`config.mk`:
```
export PLATFORM = sky130hd
export DESIGN_NAME = overlay_rom_sched_flat
export DESIGN_NICKNAME = d
export VERILOG_FILES = /design/src/rtl/overlay_rom_sched_if.sv /design/src/rtl/overlay_rom_sched.sv /design/src/flat_wrapper.sv
export SDC_FILE = /design/constraint.sdc
export NUM_CORES = 2
export LEC_CHECK = 0
export CORE_MARGIN = 2
export CORE_UTILIZATION = 55
export DETAILED_ROUTE_END_ITERATION = 8
export PLACE_DENSITY = 0.86
export SLEW_MARGIN = 20
export SYNTH_ARGS = -nofsm -noshare
export SYNTH_HDL_FRONTEND = slang
export SYNTH_SLANG_ARGS = --single-unit
```
`constraint.sdc`:
```
create_clock -name clk -period 17.8 [get_ports clk]
set_clock_uncertainty 0.05 [all_clocks]
set_input_delay 2.67 -clock clk [delete_from_list [all_inputs] [get_ports clk]]
set_output_delay 2.67 -clock clk [all_outputs]
set_load 0.02 [all_outputs]
```
`src/rtl/overlay_rom_sched_if.sv`:
```
// overlay_rom_sched_if: scan coordinates, window config, ROM port and pixel result of overlay_rom_sched
interface overlay_rom_sched_if #(
    parameter int ADDR_W  = 13,
    parameter int COORD_W = 11
);
    logic [COORD_W-1:0] col_addr_sig;
    logic [COORD_W-1:0] row_addr_sig;
    logic               cfg_we;
    logic [1:0]         cfg_sel;
    logic [COORD_W-1:0] cfg_x;
    logic [COORD_W-1:0] cfg_y;
    logic [COORD_W-1:0] cfg_w;
    logic [COORD_W-1:0] cfg_h;
    logic [ADDR_W-1:0]  cfg_base;
    logic               cfg_inv;
    logic [ADDR_W-1:0]  rom_addr;
    logic               rom_q;
    logic               pix_on;
    logic               pix_hit;
    logic [1:0]         pix_win;
    modport master (
        output col_addr_sig, row_addr_sig, cfg_we, cfg_sel, cfg_x, cfg_y, cfg_w, cfg_h,
               cfg_base, cfg_inv, rom_q,
        input  rom_addr, pix_on, pix_hit, pix_win
    );
    modport slave (
        input  col_addr_sig, row_addr_sig, cfg_we, cfg_sel, cfg_x, cfg_y, cfg_w, cfg_h,
               cfg_base, cfg_inv, rom_q,
        output rom_addr, pix_on, pix_hit, pix_win
    );
endinterface

```
`src/rtl/overlay_rom_sched.sv`:
```
// overlay_rom_sched: priority-arbitrated single-port ROM sharing for up to four overlay windows.
// Define OVERLAY_INVERT_EN to store and apply a per-window pixel invert bit.
module overlay_rom_sched #(
    parameter int NUM_WIN = 4,
    parameter int ADDR_W  = 13,
    parameter int COORD_W = 11
) (
    input logic               clk,
    input logic               rst_n,
    overlay_rom_sched_if.slave bus
);
    localparam int C1 = COORD_W + 1;
    logic [COORD_W-1:0] sx [NUM_WIN];
    logic [COORD_W-1:0] sy [NUM_WIN];
    logic [COORD_W-1:0] sw [NUM_WIN];
    logic [COORD_W-1:0] sh [NUM_WIN];
    logic [ADDR_W-1:0]  sb [NUM_WIN];
    logic [COORD_W-1:0] ax [NUM_WIN];
    logic [COORD_W-1:0] ay [NUM_WIN];
    logic [COORD_W-1:0] aw [NUM_WIN];
    logic [COORD_W-1:0] ah [NUM_WIN];
    logic [ADDR_W-1:0]  ab [NUM_WIN];
    logic [COORD_W-1:0] ex [NUM_WIN];
    logic [COORD_W-1:0] ey [NUM_WIN];
    logic [COORD_W-1:0] ew [NUM_WIN];
    logic [COORD_W-1:0] eh [NUM_WIN];
    logic [ADDR_W-1:0]  eb [NUM_WIN];
    logic [ADDR_W-1:0]  rp [NUM_WIN];
    logic [ADDR_W-1:0]  rp_n [NUM_WIN];
    logic [ADDR_W-1:0]  off [NUM_WIN];
    logic [NUM_WIN-1:0] hit, row_in, e_inv;
    logic [COORD_W-1:0] row_q;
    logic               fs, row_chg, inv_s0, hit_d1, hit_d2, inv_d1, inv_d2;
    logic [1:0]         win, win_d1, win_d2;
    logic [ADDR_W-1:0]  addr;
    assign fs      = bus.row_addr_sig == '0 && bus.col_addr_sig == '0;
    assign row_chg = bus.row_addr_sig != row_q;
    // On frame start the shadow set is already the one being drawn, so pixel (0,0) sees it too
    for (genvar g = 0; g < NUM_WIN; g++) begin : g_win
        assign ex[g] = fs ? sx[g] : ax[g];
        assign ey[g] = fs ? sy[g] : ay[g];
        assign ew[g] = fs ? sw[g] : aw[g];
        assign eh[g] = fs ? sh[g] : ah[g];
        assign eb[g] = fs ? sb[g] : ab[g];
        assign row_in[g] = bus.row_addr_sig > ey[g] && C1'(bus.row_addr_sig) < C1'(ey[g]) + C1'(eh[g]);
        assign hit[g] = ew[g] != '0 && eh[g] != '0
                     && bus.col_addr_sig >= ex[g] && C1'(bus.col_addr_sig) < C1'(ex[g]) + C1'(ew[g])
                     && bus.row_addr_sig >= ey[g] && C1'(bus.row_addr_sig) < C1'(ey[g]) + C1'(eh[g]);
        assign rp_n[g] = fs ? sb[g] : !row_chg ? rp[g] : bus.row_addr_sig == ey[g] ? eb[g]
                       : row_in[g] ? rp[g] + ADDR_W'(ew[g]) : rp[g];
        assign off[g] = ADDR_W'(bus.col_addr_sig - ex[g]);
    end
`ifdef OVERLAY_INVERT_EN
    logic [NUM_WIN-1:0] s_inv, a_inv;
    always_ff @(posedge clk or posedge rst_n) begin
        if (rst_n) begin
            s_inv <= '0;
            a_inv <= '0;
        end else begin
            for (int i = 0; i < NUM_WIN; i++)
                if (bus.cfg_we && bus.cfg_sel == 2'(i)) s_inv[i] <= bus.cfg_inv;
            if (fs) a_inv <= s_inv;
        end
    end
    assign e_inv = fs ? s_inv : a_inv;
`else
    logic unused_inv;
    assign unused_inv = bus.cfg_inv;
    assign e_inv = '0;
`endif
    always_comb begin
        win = '0;
        addr = '0;
        inv_s0 = 1'b0;
        for (int i = NUM_WIN - 1; i >= 0; i--)
            if (hit[i]) begin
                win = 2'(i);
                addr = rp_n[i] + off[i];
                inv_s0 = e_inv[i];
            end
    end
    always_ff @(posedge clk or posedge rst_n) begin
        if (rst_n) begin
            for (int i = 0; i < NUM_WIN; i++) begin
                sx[i] <= '0; sy[i] <= '0; sw[i] <= '0; sh[i] <= '0; sb[i] <= '0;
                ax[i] <= '0; ay[i] <= '0; aw[i] <= '0; ah[i] <= '0; ab[i] <= '0;
                rp[i] <= '0;
            end
            row_q <= '0;
            bus.rom_addr <= '0;
            {hit_d1, hit_d2, inv_d1, inv_d2} <= '0;
            {win_d1, win_d2} <= '0;
            bus.pix_on <= 1'b0;
            bus.pix_hit <= 1'b0;
            bus.pix_win <= '0;
        end else begin
            row_q <= bus.row_addr_sig;
            for (int i = 0; i < NUM_WIN; i++) begin
                if (bus.cfg_we && bus.cfg_sel == 2'(i)) begin
                    sx[i] <= bus.cfg_x; sy[i] <= bus.cfg_y; sw[i] <= bus.cfg_w;
                    sh[i] <= bus.cfg_h; sb[i] <= bus.cfg_base;
                end
                if (fs) begin
                    ax[i] <= sx[i]; ay[i] <= sy[i]; aw[i] <= sw[i]; ah[i] <= sh[i]; ab[i] <= sb[i];
                end
                rp[i] <= rp_n[i];
            end
            bus.rom_addr <= addr;
            hit_d1 <= |hit;
            win_d1 <= win;
            inv_d1 <= inv_s0;
            hit_d2 <= hit_d1;
            win_d2 <= win_d1;
            inv_d2 <= inv_d1;
            bus.pix_on <= hit_d2 & (bus.rom_q ^ inv_d2);
            bus.pix_hit <= hit_d2;
            bus.pix_win <= win_d2;
        end
    end
endmodule

```
`src/flat_wrapper.sv`:
```
// flat-port wrapper written by rule: the top's interface ports become plain ports
module overlay_rom_sched_flat 
#(
    parameter int NUM_WIN = 4,
    parameter int ADDR_W  = 13,
    parameter int COORD_W = 11
)
  (clk, rst_n, bus_col_addr_sig, bus_row_addr_sig, bus_cfg_we, bus_cfg_sel, bus_cfg_x, bus_cfg_y, bus_cfg_w, bus_cfg_h, bus_cfg_base, bus_cfg_inv, bus_rom_q, bus_rom_addr, bus_pix_on, bus_pix_hit, bus_pix_win);
  overlay_rom_sched_if #(.ADDR_W(ADDR_W), .COORD_W(COORD_W)) bus_i ();
  input logic clk;
  input logic rst_n;
  input wire logic [$bits(bus_i.col_addr_sig)-1:0] bus_col_addr_sig;
  input wire logic [$bits(bus_i.row_addr_sig)-1:0] bus_row_addr_sig;
  input wire logic [$bits(bus_i.cfg_we)-1:0] bus_cfg_we;
  input wire logic [$bits(bus_i.cfg_sel)-1:0] bus_cfg_sel;
  input wire logic [$bits(bus_i.cfg_x)-1:0] bus_cfg_x;
  input wire logic [$bits(bus_i.cfg_y)-1:0] bus_cfg_y;
  input wire logic [$bits(bus_i.cfg_w)-1:0] bus_cfg_w;
  input wire logic [$bits(bus_i.cfg_h)-1:0] bus_cfg_h;
  input wire logic [$bits(bus_i.cfg_base)-1:0] bus_cfg_base;
  input wire logic [$bits(bus_i.cfg_inv)-1:0] bus_cfg_inv;
  input wire logic [$bits(bus_i.rom_q)-1:0] bus_rom_q;
  output wire logic [$bits(bus_i.rom_addr)-1:0] bus_rom_addr;
  output wire logic [$bits(bus_i.pix_on)-1:0] bus_pix_on;
  output wire logic [$bits(bus_i.pix_hit)-1:0] bus_pix_hit;
  output wire logic [$bits(bus_i.pix_win)-1:0] bus_pix_win;
  assign bus_i.col_addr_sig = bus_col_addr_sig;
  assign bus_i.row_addr_sig = bus_row_addr_sig;
  assign bus_i.cfg_we = bus_cfg_we;
  assign bus_i.cfg_sel = bus_cfg_sel;
  assign bus_i.cfg_x = bus_cfg_x;
  assign bus_i.cfg_y = bus_cfg_y;
  assign bus_i.cfg_w = bus_cfg_w;
  assign bus_i.cfg_h = bus_cfg_h;
  assign bus_i.cfg_base = bus_cfg_base;
  assign bus_i.cfg_inv = bus_cfg_inv;
  assign bus_i.rom_q = bus_rom_q;
  assign bus_rom_addr = bus_i.rom_addr;
  assign bus_pix_on = bus_i.pix_on;
  assign bus_pix_hit = bus_i.pix_hit;
  assign bus_pix_win = bus_i.pix_win;
  overlay_rom_sched #(.NUM_WIN(NUM_WIN), .ADDR_W(ADDR_W), .COORD_W(COORD_W)) u_core (.clk(clk), .rst_n(rst_n), .bus(bus_i));
endmodule
```
==> load_flow_metrics.sql <==
INSERT INTO impl_metrics (metric_group, metric, value, unit) VALUES
('run_status', 'run_status', 'complete, no violations', ''),
('drt', 'wl_per_cell', '22.3', 'µm'),
('worst_setup_path', 'reg2reg_to', 'u_core.bus.rom_addr[10]', ''),
('drt', 'drt_wl_total', '98.7', 'mm'),
('layout', 'post_layout_inst_area', '0.0379', 'mm²'),
('worst_setup_path', 'worst-endpoint-arrival', '13.47', 'ns'),
('global_routing', 'antenna_violations_before_repair', '4', ''),
('hold_path', 'min_path_cells', '0', ''),
('die', 'core_region_area', '0.0606', 'mm²'),
('placement', 'dpl-instance-area', '0.0358', 'mm²'),
('synth', 'fraction_of_synthesized_cell_area_taken_by_the_top_area_cell_type', '40.2', '%'),
('drt', 'routed-via-count', '27318', ''),
('timing', 'final-setup-viol-count', '0', ''),
('worst_setup_path', 'rr_startpoint', 'u_core.ay[14]', ''),
('cts', 'cts.hold.buffers_added', '0', ''),
('placement', 'place_hpwl', '70.6', 'mm'),
('worst_setup_path', 'crit_path_max_incr_delay', '0.80', 'ns'),
('drt', 'first_pass_iters', '5', ''),
('synth', 'yosys_register_bits', '542', ''),
('drt', 'drcViolationCount', '0', ''),
('synth', 'yosys.cell_types.count', '85', ''),
('timing', 'layout_min_cycle_time', '13.02', 'ns'),
('cts', 'cts_tree', 'built', ''),
('synth', 'synth_async_sr_flop_share', '100', '%'),
('layout', 'instances_no_fill', '4432', ''),
('power_and_ir_drop', 'power.density_cell_area', '90.8', 'mW/mm²'),
('power_and_ir_drop', 'design_power_total', '3440', 'µW'),
('layout', 'num-nets-final', '4044', ''),
('layout', 'layout-drive-gt1-share', '11.2', '%'),
('worst_setup_path', 'maximum_fanout_along_the_worst_path', '97', ''),
('cts', 'clk_latency', '0.66', 'ns'),
('timing', 'crit_share_post_route', '73.2', '%'),
('global_routing', 'grt.overflow.total', '0', ''),
('worst_setup_path', 'cp-start-kind', 'input pin', ''),
('global_routing', 'first_global_vias', '27242', ''),
('power_and_ir_drop', 'irDropWorstVdd', '77.6', 'µV'),
('timing', 'timing.max_slew.rel_slack', '17.1', '%'),
('cts', 'ctsRootBufferMaster', 'sky130_fd_sc_hd__clkbuf_16', ''),
('worst_setup_path', 'crit_path_capture_type', 'flip-flop', ''),
('layout', 'n_fill_cell', '4743', ''),
('job', 'drv_cap', '0', ''),
('timing', 'slew_at_the_pin_closest_to_its_max_slew_limit', '1.24', 'ns'),
('hold_path', 'min-delay-path-class', 'flip-flop to flip-flop', ''),
('die', 'die_h', '252', 'µm'),
('timing', 'rsz0062_at_grt', 'false', ''),
('worst_setup_path', 'r2r_setup_slack', '8.99', 'ns'),
('synth', 'postSynth.topFlopCell', 'sky130_fd_sc_hd__dfrtp_1', ''),
('worst_setup_path', 'timing.critical_path.slowest_stage_cell', 'sky130_fd_sc_hd__clkdlybuf4s50_1', ''),
('cts', 'clock_transition_at_path_regs', '0.06', 'ns'),
('die', 'top_level_ports', '103', ''),
('layout', 'layout-area-overhead-vs-synth', '12.2', '%'),
('synth', 'average_cell_area_after_synthesis', '9.66', 'µm²'),
('worst_setup_path', 'critical-path-top-cell-by-count', 'sky130_fd_sc_hd__a21oi_1', ''),
('timing', 'max_freq', '76.8', 'MHz'),
('cts', 'clock_path_buffers', '3', ''),
('cts', 'post_cts.resized_instances', '0', ''),
('placement', 'dpl.cell_count', '4321', ''),
('power_and_ir_drop', 'power_leakage', '0.0189', 'µW'),
('worst_setup_path', 'worst_path_dominant_cell_family', 'compound AO/OA/AOI/OAI gates', ''),
('global_routing', 'grt_start_max_net_pins', '169', ''),
('drt', 'drt_first_iter_violations', '2462', ''),
('synth', 'syn_inst', '3497', ''),
('cts', 'cts_setup_buffers', '0', ''),
('cts', 'number_of_levels_the_h_tree_was_split_into', '2', ''),
('layout', 'postLayoutCoreUtil', '62.6', '%'),
('synth', 'synth_area', '0.0338', 'mm²'),
('synth', 'postSynthNetCount', '3942', ''),
('hold_path', 'min_from', 'u_core.win_d2[1]', ''),
('worst_setup_path', 'critPathRequiredTime', '18.25', 'ns'),
('placement', 'final_weighted_congestion_in_routability_driven_placement', '0.958', ''),
('global_routing', 'grt_use_total', '31.2', '%');
worst max path at each step:
stage,start,to,slack (ns),cells after the start
after floorplan,bus_row_addr_sig[3],u_core.bus.rom_addr[12],6.48,50
after global placement,bus_row_addr_sig[0],u_core.bus.rom_addr[10],4.68,45
after detailed placement,bus_row_addr_sig[0],u_core.bus.rom_addr[10],4.48,41
after CTS,bus_row_addr_sig[0],u_core.bus.rom_addr[10],4.99,41
after global routing,bus_row_addr_sig[0],u_core.bus.rom_addr[10],3.88,43
final,bus_row_addr_sig[0],u_core.bus.rom_addr[10],4.78,41
routing by layer:
| metal | vias up | part of all wire (%) | global-route usage (%) |
|---|---|---|---|
| met5 | - | 0.033 | 0 |
| met1 | 13325 | 40 | 39.6 |
| li1 | 12510 | - | - |
| met4 | 6 | 7.6 | 20.3 |
| met3 | 340 | 7.6 | 5.61 |
| met2 | 1137 | 45 | 49.2 |
state kept, by name (all words and copies together) (netlist names):
register             flops
u_core.bus.pix_win       2
u_core.ax               44
u_core.hit_d2            1
u_core.ay               44
u_core.ab               52
u_core.bus.rom_addr     13
u_core.bus.pix_hit       1
u_core.win_d1            2
u_core.ah               44
u_core.sx               44
u_core.row_q            11
u_core.bus.pix_on        1
u_core.aw               44
u_core.sb               52
u_core.sh               44
u_core.sy               44
u_core.hit_d1            1
u_core.rp               52
u_core.sw               44
u_core.win_d2            2
kinds of logic after synthesis:
group	share of synthesized area (%)
simple gates	14.0
compound gates	13.9
flops	40.2
fa+ha+maj	13.8
buf+inv	3.45
mux	9.89
xor+xnor	4.85
stage by stage:
stage	setup WS [ns]	hold WS [ns]
finish	4.78	0.306
global route	3.88	0.310
CTS	4.99	0.307
detailed placement	4.48	0.287
global placement	4.68	0.287
floorplan	6.48	0.281
cell type report:
class / instances / area (µm²) / share of cell area, %
Multi-Input combinational cell: 2647 / 19100 / 50.3
Sequential cell: 542 / 13600 / 35.8
Clock buffer: 79 / 1630 / 4.30
Timing Repair Buffer: 147 / 1380 / 3.64
Tap cell: 782 / 978 / 2.58
Inverter: 203 / 766 / 2.02
Clock inverter: 30 / 500 / 1.32
Antenna cell: 2 / 5.00 / 0.0132
placed cells by master (no fill, tap or decap), types with 34 or more instances in the layout:
master,instances
sky130_fd_sc_hd__nand3_1,35
sky130_fd_sc_hd__nand2_1,599
sky130_fd_sc_hd__buf_4,44
sky130_fd_sc_hd__xor2_1,61
sky130_fd_sc_hd__nor2b_1,34
sky130_fd_sc_hd__a21o_1,83
sky130_fd_sc_hd__a21oi_1,196
sky130_fd_sc_hd__nor2_1,170
sky130_fd_sc_hd__xnor2_1,126
sky130_fd_sc_hd__inv_1,202
sky130_fd_sc_hd__nor3_1,56
sky130_fd_sc_hd__mux2_2,233
sky130_fd_sc_hd__nor4_1,49
sky130_fd_sc_hd__o21a_1,39
sky130_fd_sc_hd__ha_1,340
sky130_fd_sc_hd__clkbuf_16,58
sky130_fd_sc_hd__clkdlybuf4s50_1,101
sky130_fd_sc_hd__o21ai_0,168
sky130_fd_sc_hd__o21bai_1,54
sky130_fd_sc_hd__dfrtp_1,542
sky130_fd_sc_hd__mux2i_1,70
cell usage after synthesis (5+ instances only):
| cell type | instances |
|---|---|
| sky130_fd_sc_hd__fa_1 | 19 |
| sky130_fd_sc_hd__and3_1 | 11 |
| sky130_fd_sc_hd__a211o_1 | 7 |
| sky130_fd_sc_hd__clkbuf_1 | 88 |
| sky130_fd_sc_hd__inv_1 | 203 |
| sky130_fd_sc_hd__xnor2_1 | 126 |
| sky130_fd_sc_hd__dfrtp_1 | 542 |
| sky130_fd_sc_hd__mux2i_1 | 70 |
| sky130_fd_sc_hd__a21o_1 | 83 |
| sky130_fd_sc_hd__nor2_1 | 170 |
| sky130_fd_sc_hd__a41oi_1 | 9 |
| sky130_fd_sc_hd__and2_1 | 9 |
| sky130_fd_sc_hd__o221ai_1 | 6 |
| sky130_fd_sc_hd__a31oi_1 | 17 |
| sky130_fd_sc_hd__nand4_1 | 30 |
| sky130_fd_sc_hd__a21boi_0 | 15 |
| sky130_fd_sc_hd__o21ai_0 | 168 |
| sky130_fd_sc_hd__o22ai_1 | 17 |
| sky130_fd_sc_hd__nor3_1 | 56 |
| sky130_fd_sc_hd__a21oi_1 | 196 |
| sky130_fd_sc_hd__and4_1 | 6 |
| sky130_fd_sc_hd__or3_1 | 8 |
| sky130_fd_sc_hd__nor4_1 | 50 |
| sky130_fd_sc_hd__ha_1 | 340 |
| sky130_fd_sc_hd__buf_2 | 8 |
| sky130_fd_sc_hd__nand3_1 | 36 |
| sky130_fd_sc_hd__o21a_1 | 39 |
| sky130_fd_sc_hd__buf_1 | 9 |
| sky130_fd_sc_hd__a221oi_1 | 5 |
| sky130_fd_sc_hd__o211ai_1 | 19 |
| sky130_fd_sc_hd__o31ai_1 | 9 |
| sky130_fd_sc_hd__a211oi_1 | 14 |
| sky130_fd_sc_hd__a311oi_1 | 6 |
| sky130_fd_sc_hd__o31a_1 | 11 |
| sky130_fd_sc_hd__nand2b_1 | 29 |
| sky130_fd_sc_hd__nor2b_1 | 34 |
| sky130_fd_sc_hd__xor2_1 | 61 |
| sky130_fd_sc_hd__o21bai_1 | 54 |
| sky130_fd_sc_hd__mux2_2 | 233 |
| sky130_fd_sc_hd__nand2_1 | 599 |
worst register-to-register path, delay by kind of cell (launching register included):
kind            cells  cell delay (ns)
simple gates        7             1.52
fa+ha+maj           4             1.31
mux                 1             0.47
flops               1             0.45
compound gates     22             4.65
xor+xnor            2             0.19
report_power, final:
| group | internal (µW) | switching (µW) | leakage, µW |
|---|---|---|---|
| Sequential | 1360 | 91.6 | 0.00695 |
| Clock | 817 | 530 | 0.00103 |
| Combinational | 296 | 348 | 0.0109 |
(Power assumes the default switching activity.)
